**config.mk**
```make
export PLATFORM = sky130hd
export DESIGN_NAME = ram_pattern_master
export DESIGN_NICKNAME = d
export VERILOG_FILES = /design/src/rtl/ram_pattern_pkg.sv /design/src/rtl/ram_pattern_gen.sv /design/src/rtl/ram_pattern_master.sv
export SDC_FILE = /design/constraint.sdc
export NUM_CORES = 1
export LEC_CHECK = 0
export ABC_AREA = 1
export BUFFER_PORTS_ARGS = -buffer_cell sky130_fd_sc_hd__buf_2
export CAP_MARGIN = 0
export CORE_ASPECT_RATIO = 0.6
export CORE_MARGIN = 3
export CORE_UTILIZATION = 34
export CTS_BUF_LIST = sky130_fd_sc_hd__clkbuf_8 sky130_fd_sc_hd__clkbuf_16
export DETAILED_ROUTE_END_ITERATION = 8
export PLACE_DENSITY = 0.64
export SYNTH_ARGS = -nofsm -noshare
export SYNTH_HDL_FRONTEND = slang
export SYNTH_SLANG_ARGS = --single-unit
```
**constraint.sdc**
```tcl
create_clock -name clk -period 2.19 [get_ports clk]
set_input_delay 0.1095 -clock clk [delete_from_list [all_inputs] [get_ports clk]]
set_output_delay 0.1095 -clock clk [all_outputs]
set_load 0.05 [all_outputs]
```
**src/rtl/ram_pattern_pkg.sv**
```systemverilog
// rtl/ram_pattern_pkg.sv - shared types, pattern codes and LFSR helpers for the RAM pattern master
// Contents:
//   state_e      FSM states IDLE/WRITE/READ/DONE
//   PAT_*        pattern_sel encodings
//   LFSR_MASK    Galois feedback mask for x^8+x^6+x^5+x^4+1
//   CHECK_*      checkerboard bytes for even/odd addresses
//   lfsr_seed()  seed sanitiser (an all-zero LFSR would lock up)
//   lfsr_next()  one Galois LFSR step
package ram_pattern_pkg;

    typedef enum logic [1:0] {
        IDLE  = 2'd0,
        WRITE = 2'd1,
        READ  = 2'd2,
        DONE  = 2'd3
    } state_e;

    localparam logic [1:0] PAT_ADDR  = 2'd0;
    localparam logic [1:0] PAT_LFSR  = 2'd1;
    localparam logic [1:0] PAT_CHECK = 2'd2;
    localparam logic [1:0] PAT_CONST = 2'd3;

    localparam logic [7:0] LFSR_MASK  = 8'hB8;
    localparam logic [7:0] CHECK_EVEN = 8'h55;
    localparam logic [7:0] CHECK_ODD  = 8'hAA;

    function automatic logic [7:0] lfsr_seed(input logic [7:0] s);
        return (s == 8'h00) ? 8'h01 : s;
    endfunction

    function automatic logic [7:0] lfsr_next(input logic [7:0] s);
        return s[0] ? ((s >> 1) ^ LFSR_MASK) : (s >> 1);
    endfunction

endpackage

```
**src/rtl/ram_pattern_gen.sv**
```systemverilog
// rtl/ram_pattern_gen.sv - pattern generator producing P(addr) for the selected test pattern
// Ports:
//   clk, rst  clock and synchronous active-high reset
//   sel       pattern select (PAT_ADDR/PAT_LFSR/PAT_CHECK/PAT_CONST)
//   seed      pattern seed
//   load      reload the LFSR from seed (takes priority over step)
//   step      advance the LFSR by one address
//   addr      current RAM address
//   data      pattern byte for addr
module ram_pattern_gen
    import ram_pattern_pkg::*;
#(
    parameter int ADDR_BITS = 5
) (
    input  logic                 clk,
    input  logic                 rst,
    input  logic [1:0]           sel,
    input  logic [7:0]           seed,
    input  logic                 load,
    input  logic                 step,
    input  logic [ADDR_BITS-1:0] addr,
    output logic [7:0]           data
);

    logic [7:0] lfsr_q;
    logic [7:0] lfsr_d;
    logic [7:0] addr_ext;

    always_comb begin
        lfsr_d = lfsr_q;
        if (load) begin
            lfsr_d = lfsr_seed(seed);
        end else if (step) begin
            lfsr_d = lfsr_next(lfsr_q);
        end
    end

    always_ff @(posedge clk) begin
        if (rst) begin
            lfsr_q <= 8'h01;
        end else begin
            lfsr_q <= lfsr_d;
        end
    end

    // The LFSR value tracks the address because it is reloaded at address 0
    // and stepped exactly once per address within a phase.
    always_comb begin
        addr_ext                = 8'h00;
        addr_ext[ADDR_BITS-1:0] = addr;
        case (sel)
            PAT_ADDR:  data = addr_ext ^ seed;
            PAT_LFSR:  data = lfsr_q;
            PAT_CHECK: data = addr[0] ? CHECK_ODD : CHECK_EVEN;
            default:   data = seed;
        endcase
    end

endmodule

```
**src/rtl/ram_pattern_master.sv**
```systemverilog
// rtl/ram_pattern_master.sv - RAM self-test initiator: write pattern, read back, compare, report
// Ports:
//   clk, rst         clock and synchronous active-high reset
//   start            level-sampled run request, accepted only in IDLE
//   pattern_sel      0 addr^seed, 1 LFSR, 2 checkerboard, 3 constant seed
//   seed             pattern seed, latched with start
//   mem_addr         RAM address (0 outside WRITE/READ)
//   mem_wdata        RAM write data (0 outside WRITE)
//   mem_we           RAM write enable (WRITE only)
//   mem_rdata        combinational RAM read data for mem_addr
//   busy             high in WRITE and READ
//   done             one-cycle pulse in DONE
//   pass             last run had no mismatches
//   err_count        mismatches in the last run
//   first_fail_addr  address of the first mismatch, 0 if none
module ram_pattern_master
    import ram_pattern_pkg::*;
#(
    parameter int ADDR_BITS    = 5,
    parameter int STOP_ON_FAIL = 0
) (
    input  logic                 clk,
    input  logic                 rst,
    input  logic                 start,
    input  logic [1:0]           pattern_sel,
    input  logic [7:0]           seed,
    output logic [ADDR_BITS-1:0] mem_addr,
    output logic [7:0]           mem_wdata,
    output logic                 mem_we,
    input  logic [7:0]           mem_rdata,
    output logic                 busy,
    output logic                 done,
    output logic                 pass,
    output logic [ADDR_BITS:0]   err_count,
    output logic [ADDR_BITS-1:0] first_fail_addr
);

    localparam logic [ADDR_BITS-1:0] LAST_ADDR = '1;

    state_e               state_q, state_d;
    logic [ADDR_BITS-1:0] addr_q,  addr_d;
    logic [1:0]           sel_q,   sel_d;
    logic [7:0]           seed_q,  seed_d;
    logic [ADDR_BITS:0]   err_q,   err_d;
    logic [ADDR_BITS-1:0] ffa_q,   ffa_d;
    logic                 pass_q,  pass_d;

    logic       gen_load;
    logic       gen_step;
    logic [7:0] gen_seed;
    logic [7:0] gen_data;
    logic       mismatch;

    // Generator control is kept apart from the main FSM block so that it does
    // not depend on gen_data, which would otherwise form a block-level loop.
    always_comb begin
        gen_seed = (state_q == IDLE) ? seed : seed_q;
        gen_load = ((state_q == IDLE) && start) ||
                   ((state_q == WRITE) && (addr_q == LAST_ADDR));
        gen_step = (state_q == WRITE) || (state_q == READ);
    end

    ram_pattern_gen #(
        .ADDR_BITS(ADDR_BITS)
    ) u_gen (
        .clk  (clk),
        .rst  (rst),
        .sel  (sel_q),
        .seed (gen_seed),
        .load (gen_load),
        .step (gen_step),
        .addr (addr_q),
        .data (gen_data)
    );

    always_comb begin
        state_d   = state_q;
        addr_d    = addr_q;
        sel_d     = sel_q;
        seed_d    = seed_q;
        err_d     = err_q;
        ffa_d     = ffa_q;
        pass_d    = pass_q;
        mem_addr  = '0;
        mem_wdata = 8'h00;
        mem_we    = 1'b0;
        busy      = 1'b0;
        done      = 1'b0;
        mismatch  = 1'b0;

        case (state_q)
            IDLE: begin
                if (start) begin
                    state_d = WRITE;
                    addr_d  = '0;
                    sel_d   = pattern_sel;
                    seed_d  = seed;
                    err_d   = '0;
                    ffa_d   = '0;
                    pass_d  = 1'b0;
                end
            end
            WRITE: begin
                busy      = 1'b1;
                mem_we    = 1'b1;
                mem_addr  = addr_q;
                mem_wdata = gen_data;
                if (addr_q == LAST_ADDR) begin
                    state_d = READ;
                    addr_d  = '0;
                end else begin
                    addr_d = addr_q + 1'b1;
                end
            end
            READ: begin
                busy     = 1'b1;
                mem_addr = addr_q;
                mismatch = (mem_rdata != gen_data);
                if (mismatch) begin
                    err_d = err_q + 1'b1;
                    if (err_q == '0) begin
                        ffa_d = addr_q;
                    end
                end
                // pass is resolved here, from the count including this
                // cycle's compare, so it is already valid during DONE.
                if ((addr_q == LAST_ADDR) || ((STOP_ON_FAIL != 0) && mismatch)) begin
                    state_d = DONE;
                    pass_d  = (err_d == '0);
                end else begin
                    addr_d = addr_q + 1'b1;
                end
            end
            default: begin
                done    = 1'b1;
                state_d = IDLE;
            end
        endcase
    end

    always_ff @(posedge clk) begin
        if (rst) begin
            state_q <= IDLE;
            addr_q  <= '0;
            sel_q   <= PAT_ADDR;
            seed_q  <= 8'h00;
            err_q   <= '0;
            ffa_q   <= '0;
            pass_q  <= 1'b0;
        end else begin
            state_q <= state_d;
            addr_q  <= addr_d;
            sel_q   <= sel_d;
            seed_q  <= seed_d;
            err_q   <= err_d;
            ffa_q   <= ffa_d;
            pass_q  <= pass_d;
        end
    end

    assign pass            = pass_q;
    assign err_count       = err_q;
    assign first_fail_addr = ffa_q;

endmodule

```
==> impl_metrics.env <==
export IMPL_hp_class="in -> reg"
export IMPL_drcViolationCount=0
export IMPL_synth_cells=425
export IMPL_wl_per_cell_um=13.5
export IMPL_drive_gt1_share_pct=31.4
export IMPL_drt_pass1_iterations=5
export IMPL_synthAdderAreaFrac_pct=3.84
export IMPL_syn_avg_cell_area_um2=6.14
export IMPL_reg2reg_slack_ns=-0.02
export IMPL_tightest_slew_ns=0.763
export IMPL_syn2layout_area_growth_pct=37.0
export IMPL_gp_congestion=0.874
export IMPL_synth_area_leaders="dfxtp_1 (28%), nand2_1 (19%), inv_1 (9.3%)"
export IMPL_synth_nets=454
export IMPL_synthXorXnorAreaFrac_pct=2.68
export IMPL_fin_cells=616
export IMPL_crit_path_end="pass"
export IMPL_grt_total_usage_pct=19.2
export IMPL_antenna_found_initial=0
export IMPL_ir_drop_mv=1.18
export IMPL_placed_cell_area_um2=3200
export IMPL_drt_initial_drc_count=180
export IMPL_power_uw=5450
export IMPL_regToRegStartpoint="state_q[1]"
export IMPL_min_period_ns=2.21
export IMPL_yosysUniqueCellTypes=37
export IMPL_cp_end_kind="flop"
export IMPL_path_max_fanout=6
export IMPL_finalWorstSetupSlack_ns=-0.0216
export IMPL_p_leak_uw=0.00186
export IMPL_wirelength_mm=8.29
export IMPL_cts_clk_slew_worst_paths_ns=0.06
export IMPL_crit_start="state_q[1]"
export IMPL_arrival_ns=2.44
export IMPL_reg2reg_depth=19
export IMPL_slew_headroom_pct=48.7
export IMPL_final_util_pct=48.6
export IMPL_power_per_cell_area_nw_per_um2=1520
export IMPL_die_h_um=73.9
export IMPL_yosysMostFrequentCell="nand2_1"
export IMPL_synth_top_family_by_area="simple AND/OR/NAND/NOR gates"
export IMPL_vias=2991
export IMPL_outcome="finished with violations"
export IMPL_drv_cap=0
export IMPL_synth_top_cell_by_area="dfxtp_1"
export IMPL_worstSetupPathType="reg -> reg"
export IMPL_cts_tree="built"
export IMPL_die_width_um=119
export IMPL_clock_sinks=37
export IMPL_synth_simple_area_share_pct=36.4
export IMPL_die_area_um2=8800
export IMPL_grt_pass1_wl_mm=13.2
export IMPL_ys_ff_latch=37
export IMPL_yosysTopAreaCellShare_pct=28.4
export IMPL_slew_viol_final=0
export IMPL_rsz0062_at_grt="yes"
export IMPL_grt_pass1_vias=2685
export IMPL_yosysWarningCount=0
export IMPL_async_reset_ff_share_pct=0
export IMPL_dp_hpwl_mm=6.31
export IMPL_synth_main_ff_cell="dfxtp_1"
export IMPL_fillCellCount=773
export IMPL_ys_top_cells_by_count="nand2_1 (130), inv_1 (65), dfxtp_1 (37), nand3_1 (35), a21oi_1 (33)"
export IMPL_netlist_area_um2=2610
export IMPL_grt_start_max_net_pins=23
export IMPL_ios=49
export IMPL_ctsHoldBuffers=0
export IMPL_start_util_pct=35.5
export IMPL_regArea_um2=744
export IMPL_worst_setup_path_start_kind="flop"
export IMPL_worstPathRequired_ns=2.41
export IMPL_ys_seq_area_share_pct=28.4
export IMPL_design_area_um2=3580
export IMPL_clockBufferDepth=2
export IMPL_clk_latency_ns=0.29
export IMPL_synth_compound_area_share_pct=16.1
export IMPL_fin_nets=540
export IMPL_overflow=0
export IMPL_finalSetupViolCount=1
export IMPL_slowest_delay_ns=0.33
export IMPL_reg2reg_to="pass"
export IMPL_cts_buffers=5
export IMPL_place_inst=603
export IMPL_ant_nets=0
export IMPL_htree_num_levels=2
export IMPL_muxShareOfSynthArea_pct=0
export IMPL_antenna_cells=0
export IMPL_finalClockSkew_ns=0.00600
export IMPL_port_buffers=48
export IMPL_fmax_mhz=452
export IMPL_post_route_period_util_pct=101
export IMPL_core_area_um2=7360
export IMPL_final_hold_viol_count=0
export IMPL_multi_input_area_um2=1710
export IMPL_routed_via_density=4.86
export IMPL_rows=24
export IMPL_critical_path_cell_chain="inv_2 > ha_4 > buf_6 > nand2_2 > nand2_2 > nand2_1 > nand3_2 > nand2_2 > nand2_2 > nand2_1 > nand2_2 > nand2_1 > nor2_2 > nand3_2 > nand2_1 > nand3_1 > nor2_1 > nand2_1 > a21oi_2"
export IMPL_root_buffer="clkbuf_16"
export IMPL_violations="setup timing"
export IMPL_slowest_stage="dfxtp_2"
export IMPL_synth_edf_count=0
-- worst max-delay path: cells and delay by family (launching register included) --
family	cells	cell delay, ns
buf+inv	2	0.21
simple gates	15	1.30
compound gates	1	0.10
flops	1	0.33
fa+ha+maj	1	0.20
-- repair_timing --
action | in CTS | in global routing
gates resized for setup | 19 | 34
pin swaps | 9 | 15
buffers inserted | 2 | 1
gates cloned | 2 | 0
setup endpoints to repair | 13 | 16
-- where the power goes --
| group | leakage [uW] | internal, uW | switching, uW | total (uW) |
|---|---|---|---|---|
| logic | 0.00147 | 1300 | 2290 | 3590 |
| clock network | 0.0000852 | 536 | 309 | 844 |
| registers | 0.000304 | 859 | 153 | 1010 |
-- worst min-delay path by stage --
stage	endpoint	start	cells after the start	slack, ns
after CTS	seed_q[0]	seed[0]	3	0.08
after floorplan	seed_q[0]	seed[0]	2	0.25
after global placement	seed_q[0]	seed[0]	3	0.38
after detailed placement	seed_q[0]	seed[0]	3	0.38
after global routing	seed_q[0]	seed[0]	3	0.09
final	seed_q[0]	seed[0]	3	0.09
-- flip-flops by register name (all words and copies together) (netlist names) --
name             flops
pass                 1
addr_q               5
first_fail_addr      5
seed_q               8
sel_q                2
state_q              2
u_gen.lfsr_q         8
err_count            6
-- placed cells by master (no fill, tap or decap), drive strengths merged, types with 2 or more instances in the layout --
master,netlist,routed
a21oi,34,34
a221oi,2,2
buf,1,85
clkbuf,8,6
clkinv,8,8
dfxtp,37,37
ha,8,8
inv,68,70
nand2,139,140
nand3,36,36
nand3b,2,2
nor2,32,32
nor3,6,6
o211ai,3,4
o21ai,23,23
o221ai,3,3
xnor2,3,3
xor2,5,5
-- layout make-up --
class                      instances  share of cell area (%)
inverter                          76                    8.12
timing repair buffer              86                    15.0
clock inverter                     3                    1.19
multi-input combinational        305                    47.8
clock buffer                       5                    3.50
tap                              104                    3.64
sequential                        37                    20.8
-- cell families after synthesis --
logic type,count (synthesis)
simple gates,217
buf+inv,85
compound gates,70
flops,37
xor+xnor,8
fa+ha+maj,8
-- stage by stage --
step	setup slack, ns	hold slack [ns]	TNS, ns
after floorplan	0.00123	0.254	0
after global placement	-0.185	0.383	-1.10
after detailed placement	-0.218	0.385	-1.39
after CTS	0.00639	0.0759	0
after global routing	-0.184	0.0941	-1.47
final	-0.0216	0.0881	-0.0216
-- routing by layer --
| layer | track usage, % | vias up | share of wire [%] |
|---|---|---|---|
| li1 | - | 1530 | - |
| met5 | 0 | - | 0 |
| met3 | 4.62 | 7 | 8.3 |
| met4 | 4.88 | 0 | 0.86 |
| met1 | 30.0 | 1341 | 53 |
| met2 | 25.6 | 113 | 38 |
(Power assumes the default switching activity.)
